**src/rtl/reg_dump_pkg.sv**
```systemverilog
// Shared definitions for the register-file dump engine: FSM encoding and
// default geometry of the register file being walked.
package reg_dump_pkg;

  typedef enum logic [1:0] {
    IDLE  = 2'd0,
    RUN   = 2'd1,
    DRAIN = 2'd2
  } state_t;

  localparam int DEF_NREG   = 32;
  localparam int DEF_ADDR_W = 5;
  localparam int DEF_DATA_W = 32;

endpackage

```
**src/rtl/reg_dump_out_stage.sv**
```systemverilog
// Valid/ready output register for the dump stream: loads a word on request,
// holds it stable under backpressure, and drops it on consume or clear.
module dump_out_stage #(
  parameter int ADDR_W = 5,
  parameter int DATA_W = 32
) (
  input  logic              clk,
  input  logic              rst_n,
  input  logic              clear,
  input  logic              load,
  input  logic [ADDR_W-1:0] load_addr,
  input  logic [DATA_W-1:0] load_data,
  input  logic              load_last,
  input  logic              out_ready,
  output logic              out_valid,
  output logic [ADDR_W-1:0] out_addr,
  output logic [DATA_W-1:0] out_data,
  output logic              out_last
);

  // NOTE: datapath registers are reset too, so the stream reads all-zero out
  // of reset rather than X; there is no memory here that would make this costly.
  always_ff @(posedge clk or negedge rst_n) begin
    if (!rst_n) begin
      out_valid <= 1'b0;
      out_addr  <= '0;
      out_data  <= '0;
      out_last  <= 1'b0;
    end else if (clear) begin
      out_valid <= 1'b0;
      out_last  <= 1'b0;
    end else if (load) begin
      // NOTE: non-blocking assignments keep every flop sampling pre-edge values.
      out_valid <= 1'b1;
      out_addr  <= load_addr;
      out_data  <= load_data;
      out_last  <= load_last;
    end else if (out_valid && out_ready) begin
      out_valid <= 1'b0;
      out_last  <= 1'b0;
    end
  end

endmodule

```
**src/rtl/reg_dump.sv**
```systemverilog
// Register-file readout engine: walks addresses 0..NREG-1 through the spare
// read port and streams {addr, data} words, holding CPU writes while busy.
module reg_dump
  import reg_dump_pkg::*;
#(
  parameter int NREG   = DEF_NREG,
  parameter int ADDR_W = DEF_ADDR_W,
  parameter int DATA_W = DEF_DATA_W
) (
  input  logic              clk,
  input  logic              rst_n,
  input  logic              start,
  input  logic              abort,
  output logic [ADDR_W-1:0] R_Addr,
  input  logic [DATA_W-1:0] R_Data,
  output logic              out_valid,
  input  logic              out_ready,
  output logic [ADDR_W-1:0] out_addr,
  output logic [DATA_W-1:0] out_data,
  output logic              out_last,
  output logic              busy,
  output logic              hold_wr,
  output logic              done
);

  localparam logic [ADDR_W-1:0] LAST_IDX = ADDR_W'(NREG - 1);

  state_t            state, next_state;
  logic [ADDR_W-1:0] idx, idx_next;
  logic [ADDR_W-1:0] r_addr, r_addr_next;
  logic              load, handshake, is_last, done_next;

  assign is_last   = (idx == LAST_IDX);
  assign handshake = out_valid && out_ready;
  assign R_Addr    = r_addr;
  assign hold_wr   = busy;

  always_ff @(posedge clk or negedge rst_n) begin
    if (!rst_n) begin
      state  <= IDLE;
      idx    <= '0;
      r_addr <= '0;
      busy   <= 1'b0;
      done   <= 1'b0;
    end else begin
      state  <= next_state;
      idx    <= idx_next;
      r_addr <= r_addr_next;
      busy   <= (next_state != IDLE);
      done   <= done_next;
    end
  end

  // NOTE: every signal gets a default first so no path through the case infers a latch.
  always_comb begin
    next_state = state;
    if (abort) begin
      next_state = IDLE;
    end else begin
      unique case (state)
        IDLE:    if (start) next_state = RUN;
        RUN:     if (load && is_last) next_state = DRAIN;
        DRAIN:   if (handshake) next_state = IDLE;
        default: next_state = IDLE;
      endcase
    end
  end

  always_comb begin
    load      = (state == RUN) && !abort && (!out_valid || out_ready);
    done_next = (state == DRAIN) && handshake && !abort;
    idx_next  = idx;
    if (state == IDLE && start && !abort) begin
      idx_next = '0;
    end else if (load && !is_last) begin
      idx_next = idx + 1'b1;
    end
    // Read address is registered so R_Data has a full cycle to settle.
    r_addr_next = (next_state == RUN) ? idx_next : '0;
  end

  dump_out_stage #(
    .ADDR_W(ADDR_W),
    .DATA_W(DATA_W)
  ) u_out (
    .clk       (clk),
    .rst_n     (rst_n),
    .clear     (abort),
    .load      (load),
    .load_addr (idx),
    .load_data (R_Data),
    .load_last (is_last),
    .out_ready (out_ready),
    .out_valid (out_valid),
    .out_addr  (out_addr),
    .out_data  (out_data),
    .out_last  (out_last)
  );

endmodule

```
**config.mk**
```make
export PLATFORM = sky130hd
export DESIGN_NAME = reg_dump
export DESIGN_NICKNAME = d
export VERILOG_FILES = /design/src/rtl/reg_dump_pkg.sv /design/src/rtl/reg_dump_out_stage.sv /design/src/rtl/reg_dump.sv
export SDC_FILE = /design/constraint.sdc
export NUM_CORES = 1
export LEC_CHECK = 0
export CORE_MARGIN = 2
export CORE_UTILIZATION = 43
export CTS_CLUSTER_DIAMETER = 150
export DETAILED_ROUTE_END_ITERATION = 8
export MAX_ROUTING_LAYER = met4
export PLACE_DENSITY = 0.86
export SLEW_MARGIN = 10
export SYNTH_ARGS = -nofsm -noshare
export SYNTH_HDL_FRONTEND = slang
export SYNTH_SLANG_ARGS = --single-unit
export TNS_END_PERCENT = 50
```
**constraint.sdc**
```tcl
create_clock -name clk -period 2.2 [get_ports clk]
set_clock_uncertainty 0.15 [all_clocks]
set_input_delay 0.33 -clock clk [delete_from_list [all_inputs] [get_ports clk]]
set_output_delay 0.33 -clock clk [all_outputs]
set_load 0.005 [all_outputs]
```
-- Yosys cells after proc, flatten, opt, wreduce, memory -nomap -nowiden
Index checks and enable logic that the tools add are counted.
- add/sub/neg operators: 1
- equal/unequal tests: 4
- mux-type cells: 13
- bitwise gates (word level): 1
- reductions and logical operators: 17
- operators by type and width (kind ; count):
    two-way mux 5 bit ; 3
    logical AND 1 bit ; 9
    two-way mux 2 bit ; 4
    one-hot mux 2 bit (3 select lines) ; 1
    adder 5 x 1 -> 5 bit (second input constant) ; 1
    equality test 5 bit (second input constant) ; 1
    two-way mux 1 bit ; 5
    equality test 2 x 1 -> 1 bit (second input constant) ; 2
    zero test 1 bit ; 3
    nonzero test 3 bit ; 1
    equality test 2 bit (second input constant) ; 1
    zero test 2 bit ; 1
    AND reduction 2 bit ; 1
    nonzero test 2 bit ; 1
    logical OR 1 bit ; 1
    inverter 1 bit ; 1
- register bits after elaboration: 53
- input bits: 37
- logic and storage cells: 45

-- Depth between registers and ports, before layout
Gate-level depths: netlist (run 1).
- word-level depth: 9
- mapped depth: 7
- mapped depth without buffers: 6

-- By module
Synthesis (run 1) repeated with hierarchy kept, for this count alone.
- cells, all modules: 152
- area, all modules: 2321.0 um^2
- by module, submodules not included (module ; instances ; cells an instance ; area each (um^2) ; sequential area each (um^2)):
    dump_out_stage ; 1 ; 88 ; 1631.6 ; 975.9
    reg_dump ; 1 ; 64 ; 689.4 ; 350.3

-- Worst setup path before layout (run 1)
Ideal clock, no wire load.
- path type: reg-to-reg
- start point: reg idx[0]
- end point: reg r_addr[0], in the netlist R_Addr[0]
- arrival: 1.779 ns
- required time: 1.970 ns
- path slack: 0.191 ns
- cell stages (with the launch flop): 7
- clock period less this slack: 2.009 ns
- cell sequence: dfrtp_1 ha_1 and3_1 ha_1 clkbuf_1 or4_4 a21oi_1
- longest elaborated chain between the ends: 7
- elaborated cells on any way between the ends: 12
- RTL lines (element ; line ; source):
    start, declared ; reg_dump.sv:29 ; logic [ADDR_W-1:0] idx, idx_next;
    start signal, assigned ; reg_dump.sv:47 ; idx <= idx_next;
    equality test 5 bit ; reg_dump.sv:33 ; assign is_last = (idx == LAST_IDX);
    logical AND 1 bit ; reg_dump.sv:62 ; RUN: if (load && is_last) next_state = DRAIN;
    two-way mux 2 bit ; reg_dump.sv:62 ;
    one-hot mux 2 bit (3 select lines) ; reg_dump.sv:60 ; unique case (state)
    two-way mux 2 bit ; reg_dump.sv:57 ; if (abort) begin
    equality test 2 x 1 -> 1 bit ; reg_dump.sv:79 ; r_addr_next = (next_state == RUN) ? idx_next : '0;
    two-way mux 5 bit (*) ; reg_dump.sv:79 ;
    net r_addr_next[0] ; reg_dump.sv:30 ; logic [ADDR_W-1:0] r_addr, r_addr_next;
    end signal, assigned ; reg_dump.sv:48 ; r_addr <= r_addr_next;
    end, declared ; reg_dump.sv:30 ;
Mark *: on every way through the listed nets, which the timed path passes. The rest lies on a longest branch.
A chain may end at the register's enable or synchronous reset.

-- Worst setup path after layout (run 1)
- start point: reg idx[1]
- end point: reg r_addr[0], in the netlist R_Addr[0]
- longest elaborated chain between the ends: 7
- elaborated cells on any way between the ends: 11
- RTL lines (element ; line):
    equality test 5 bit (*) ; reg_dump.sv:33
    logical AND 1 bit ; reg_dump.sv:62
    two-way mux 2 bit ; reg_dump.sv:62
    one-hot mux 2 bit (3 select lines) ; reg_dump.sv:60
    two-way mux 2 bit ; reg_dump.sv:57
    equality test 2 x 1 -> 1 bit ; reg_dump.sv:79
    two-way mux 5 bit (*) ; reg_dump.sv:79
    net r_addr_next[0] ; reg_dump.sv:30
Marks and branches as above.

==> results.json, run 1 <==
{
  "gp_congestion": 0.826,
  "htreeDepth": 2,
  "clk_latency_ns": 0.30,
  "use_met1_pct": 20.6,
  "holdPathStages": 1,
  "rr_worst_depth": 5,
  "synth_compound_area_share_pct": 4.52,
  "synthAdderAreaFrac_pct": 1.16,
  "mostFrequentLayoutCell": "clkdlybuf4s50_1",
  "drt_iter0_drc": 33,
  "pre_cts_ws_ns": 0.0362,
  "first_global_vias": 1446,
  "netlist_instances": 148,
  "yosys.area.top_type": "dfrtp_1",
  "die_x_um": 74.9,
  "start_util_pct": 45.2,
  "vias_per_cell": 4.87,
  "power.internal_mw": 2.13,
  "muxShareOfSynthArea_pct": 21.6,
  "min_from": "u_out.out_data[29]",
  "cts_buffers": 5,
  "worstSetupEndpointType": "flop",
  "fin_cells": 311,
  "synth_area_per_cell_um2": 14.6,
  "grt-ovfl-total": 0,
  "rows": 25,
  "die_h_um": 74.9,
  "synth_xor_area_share_pct": 0,
  "clk_pin_slew_worst_paths_ns": 0.09,
  "finalNetCount": 282,
  "top_usage_layer": "met2",
  "synth_top_family_by_area": "multiplexers",
  "die_area_mm2": 0.00561,
  "dp.cells": 302,
  "min_period_ns": 2.00,
  "max-vdd-ir-drop_mv": 0.373,
  "antenna_found_initial": 0,
  "final_max_slew_viol_count": 0,
  "path_max_fanout": 8,
  "area_delta_synth_final_pct": 50.2,
  "ant_nets": 0,
  "hold_ws_ns": 0.358,
  "finalSetupTns_ns": 0,
  "drv_cap": 0,
  "powerDensity_mw_per_mm2": 850,
  "power_frac_comb_pct": 29.2,
  "pin_count": 84,
  "r2r_slack_ns": 0.20,
  "finalSetupViolCount": 0,
  "portBuffers": 83,
  "ys_ff_latch": 53,
  "layout_worst_path_cycle_share_pct": 90.8,
  "hold_viol_final": 0,
  "setup_ws_ns": 0.202,
  "path_class": "flop to flop",
  "critical_path_arrival_ns": 2.08,
  "layout.cells.most_common_list": "clkdlybuf4s50_1 (82), dfrtp_1 (53), mux2_2 (37), buf_4 (12)",
  "grt_max_degree": 35,
  "seq_area_frac_synth_pct": 61.4,
  "p_sw_mw": 0.632,
  "slew-limit-headroom_pct": 52.2,
  "grt.total_usage_pct": 16.9,
  "netlist_area_mm2": 0.00216,
  "first_pass_iters": 3,
  "yosys.area_share.simple_pct": 8.22,
  "synth_cell_types": 29,
  "cts_root_buf": "clkbuf_8",
  "startpoint_type": "flop",
  "worst_pin_slew_ns": 0.717,
  "synth_area_leaders": "dfrtp_1 (61%), mux2_2 (19%), mux2i_1 (2.3%), buf_6 (1.6%), a21oi_1 (1.4%)",
  "whs_endpoint": "u_out.out_data[29]",
  "yosys_warnings": 0,
  "drcViolationCount": 0,
  "swShare_pct": 22.9,
  "cts_buffer_depth": 2,
  "grt_pass1_wl_mm": 6.83,
  "post-cts-setup-buffers": 0,
  "gr-usage-met3_pct": 4.69,
  "status": "finished clean",
  "fmax_mhz": 501,
  "rsz0062_at_grt": "no",
  "cts_sinks": 53,
  "dp_hpwl_mm": 3.20,
  "crit_required_ns": 2.28,
  "cts_tree": "done",
  "vias": 1514,
  "p_leak_nw": 1.40,
  "reg2reg_to": "R_Addr[0]",
  "antenna_cells": 0,
  "met2_usage_pct": 26.7,
  "drt_wl_total_mm": 4.32,
  "core_mm2": 0.00479,
  "synthesis.nets": 187,
  "reg2reg_from": "idx[1]",
  "seqPwrFrac_pct": 46.5,
  "drive_above_1_share_pct": 25.8,
  "synth_top_area_share_pct": 61.4,
  "post-route-util_pct": 67.8,
  "power_frac_clock_pct": 24.3,
  "wl_per_cell_um": 13.9,
  "worst_hold_path_type": "flop to flop"
}
==> logic make-up after synthesis <==
| kind of cell | after synthesis |
|---|---|
| AO/OA/AOI/OAI | 15 |
| buffers and inverters | 10 |
| multiplexers | 42 |
| adder cells (fa/ha/maj) | 2 |
| flip-flops | 53 |
| AND/OR/NAND/NOR | 26 |
==> worst max-delay path, cell delays in order (launching register included) <==
cell,delay (ns)
dfrtp_1,0.43
ha_1,0.22
and3_1,0.18
ha_2,0.23
or4_4,0.55
a21oi_1,0.16
==> power by group through the flow <==
stage | combinational, mW | sequential [mW] | clock, mW
global route | 0.876 | 1.31 | 0.725
finish | 0.804 | 1.28 | 0.671
global placement | 0.801 | 1.29 | 0
floorplan | 0.253 | 1.32 | 0
CTS | 0.821 | 1.29 | 0.693
detailed placement | 0.817 | 1.30 | 0
==> cells in the mapped netlist <==
master	number
dfrtp_1	53
mux2_2	37
a21oi_1	6
mux2i_1	5
nand2_1	5
buf_2	3
buf_6	3
nand4_1	3
nor2_1	3
nor2b_1	3
o211ai_1	3
o31ai_1	3
clkbuf_1	2
ha_1	2
nand2b_1	2
nor4b_1	2
a211o_1	1
a32oi_1	1
and3_1	1
buf_4	1
inv_1	1
nand3_1	1
nand3b_1	1
nor3b_4	1
nor4_2	1
o21ai_0	1
or3b_1	1
or4_4	1
or4b_2	1
==> state kept, by name, summed over array words and instances (netlist names), 2 cells and up <==
name / cells
R_Addr: 5
idx: 5
state: 2
u_out.out_addr: 5
u_out.out_data: 32
==> final cells by class <==
| class | instances | area, um^2 |
|---|---|---|
| Fill cell | 378 | 1540 |
| Inverter | 1 | 3.75 |
| Timing Repair Buffer | 97 | 946 |
| Clock buffer | 7 | 86.3 |
| Sequential cell | 53 | 1330 |
| Clock inverter | 1 | 30.0 |
| Multi-Input combinational cell | 85 | 769 |
| Tap cell | 67 | 83.8 |
==> through the flow <==
step                instance area, um^2  total power, mW
floorplan                          2160             1.57
global placement                   3120             2.09
detailed placement                 3120             2.12
CTS                                3240             2.80
global route                       3250             2.91
finish                             3250             2.76
==> routing by layer <==
layer  vias to the layer above  wire length, um
li1                        726                -
met1                       733             1880
met2                        50             2040
met3                         5              324
met4                         0               70
met5                         -                0
==> worst max-delay path by stage <==
stage | start | end | cells past startpoint
after floorplan | idx[0] | R_Addr[0] | 6
after global placement | abort | R_Addr[0] | 4
after detailed placement | abort | idx[0] | 5
after CTS | idx[1] | R_Addr[0] | 5
after global routing | idx[1] | state[0] | 7
final | idx[1] | R_Addr[0] | 5
==> what timing repair did <==
item / in CTS / in global routing
hold buffers: 1 / 0
gates resized for setup: 0 / 1
endpoints found under the hold margin: 32 / 0
endpoints found under the setup margin: 0 / 4
No activity file was read; power rests on OpenSTA's default activity.
==> run 2, diff against run 1 <==
Settings changed: CORE_MARGIN 2 to unset, GPL_TIMING_DRIVEN set to 0.
==> results.json, run 2 (synthesis gave the netlist of run 1 again) <==
{
  "status": "finished clean",
  "worstSetupEndpointType": "flop",
  "drt_iter0_drc": 50,
  "cts_buffer_depth": 2,
  "drt_wl_total_mm": 4.16,
  "crit_end": "R_Addr[0]",
  "mostFrequentLayoutCell": "clkdlybuf4s50_1",
  "critPathLaunch": "idx[0]",
  "pre_cts_ws_ns": -0.268,
  "die_x_um": 72.9,
  "die_area_mm2": 0.00531,
  "grt_pass1_wl_mm": 7.04,
  "slew-limit-headroom_pct": 59.5,
  "drive_above_1_share_pct": 24.7,
  "top_register": "u_out.out_data",
  "cts_sinks": 53,
  "finalSetupViolCount": 0,
  "reg2reg_to": "R_Addr[0]",
  "pin_count": 84,
  "p_leak_nw": 1.39,
  "clk_latency_ns": 0.31,
  "first_pass_iters": 4,
  "crit_path_frequent_cell": "ha_1",
  "crit_required_ns": 2.29,
  "layout_worst_path_cycle_share_pct": 95.9,
  "power_frac_comb_pct": 27.7,
  "top_usage_layer": "met2",
  "cts_buffers": 5,
  "clk_pin_slew_worst_paths_ns": 0.09,
  "gr-usage-met3_pct": 5.39,
  "rsz0062_at_grt": "no",
  "finalNetCount": 277,
  "rr_worst_depth": 5,
  "powerDensity_mw_per_mm2": 878,
  "vias": 1511,
  "critical_path_arrival_ns": 2.20,
  "slowest_stage": "or4_4",
  "drv_cap": 0,
  "dp_hpwl_mm": 3.06,
  "wl_per_cell_um": 13.6,
  "min_period_ns": 2.11,
  "path_class": "flop to flop",
  "crit_cells": 5,
  "power_frac_clock_pct": 26.9,
  "path_max_fanout": 8,
  "path_delay_family": "simple AND/OR/NAND/NOR gates",
  "p_sw_mw": 0.636,
  "portBuffers": 82,
  "final_max_slew_viol_count": 0,
  "hold_ws_ns": 0.0575,
  "grt_max_degree": 29,
  "worst_pin_slew_ns": 0.607,
  "fin_cells": 306,
  "crit_chain": "ha_1 -> and3_1 -> ha_1 -> or4_4 -> a21oi_1",
  "layout.cells.most_common_list": "clkdlybuf4s50_1 (81), dfrtp_1 (53), mux2_2 (37), a21oi_1 (6)",
  "antenna_found_initial": 0,
  "first_global_vias": 1539,
  "rows": 25,
  "worst_hold_path_type": "primary input to flop",
  "ant_nets": 0,
  "core_mm2": 0.00479,
  "slowest_delay_ns": 0.57,
  "use_met1_pct": 21.1,
  "area_delta_synth_final_pct": 49.2,
  "cts_tree": "done",
  "path_buf_inv": 0,
  "setup_ws_ns": 0.0892,
  "finalSetupTns_ns": 0,
  "grt-ovfl-total": 0,
  "grt.total_usage_pct": 18.0,
  "swShare_pct": 22.4,
  "die_h_um": 72.9,
  "hold_viol_final": 0,
  "met2_usage_pct": 29.8,
  "htreeDepth": 2,
  "cts_root_buf": "clkbuf_8",
  "r2r_slack_ns": 0.09,
  "reg2reg_from": "idx[0]",
  "gp_congestion": 0.824,
  "seqPwrFrac_pct": 45.4,
  "largest_reg_flops": 32,
  "antenna_cells": 0,
  "startpoint_type": "flop",
  "fmax_mhz": 474,
  "drcViolationCount": 0,
  "dp.cells": 298,
  "start_util_pct": 45.2,
  "vias_per_cell": 4.94,
  "power.internal_mw": 2.20,
  "max-vdd-ir-drop_mv": 0.368
}
==> run 2: metrics by stage <==
stage	utilization, %	total power, mW	instance area, um^2
6_report	67.4	2.83	3220
3_5_place_dp	64.4	2.10	3080
4_1_cts	67.5	2.88	3230
5_1_grt	67.4	2.99	3220
2_1_floorplan	-	1.57	2160
3_3_place_gp	64.1	2.07	3070
==> run 2: power groups by stage <==
stage / Clock, mW / Combinational, mW / Sequential, mW
after floorplan: 0 / 0.253 / 1.32
after global placement: 0 / 0.780 / 1.29
after detailed placement: 0 / 0.796 / 1.31
after CTS: 0.789 / 0.799 / 1.29
after global routing: 0.821 / 0.855 / 1.32
final: 0.761 / 0.785 / 1.29
==> run 2: timing repair <==
action,4_1_cts,5_1_grt
endpoints found under the hold margin,25,0
pin swaps,0,0
hold buffers,1,0
buffers inserted,0,0
gates resized for setup,2,0
endpoints found under the setup margin,5,9
==> run 2: layout make-up <==
type	count	area (um^2)
fill	373	1560
multi-input combinational	85	771
inverter	1	3.75
clock buffer	5	68.8
timing repair buffer	84	846
sequential	53	1330
buffer	8	60.1
tap	67	83.8
clock inverter	3	65.1
==> run 2: how the worst min path moves through the flow <==
| stage | startpoint | end | slack (ns) | cells past startpoint |
|---|---|---|---|---|
| global route | abort | u_out.out_valid | 0.06 | 2 |
| floorplan | rst_n | R_Addr[0] | -0.12 | 0 |
| global placement | u_out.out_data[2] | u_out.out_data[2] | 0.33 | 1 |
| detailed placement | rst_n | u_out.out_data[20] | 0.22 | 1 |
| CTS | abort | u_out.out_valid | 0.05 | 2 |
| finish | abort | u_out.out_valid | 0.06 | 2 |
==> run 2: worst reg2reg max path: stages (launching register included) <==
cell     delay [ns]
dfrtp_1        0.45
ha_1           0.23
and3_1         0.18
ha_1           0.29
or4_4          0.57
a21oi_1        0.16
==> run 2: per-layer routing <==
metal	routed length [um]	share of wire, %	vias to the layer above
met5	0	0	-
met4	46	1.1	0
met3	261	6.3	6
met2	2040	49	54
met1	1810	44	735
li1	-	-	716
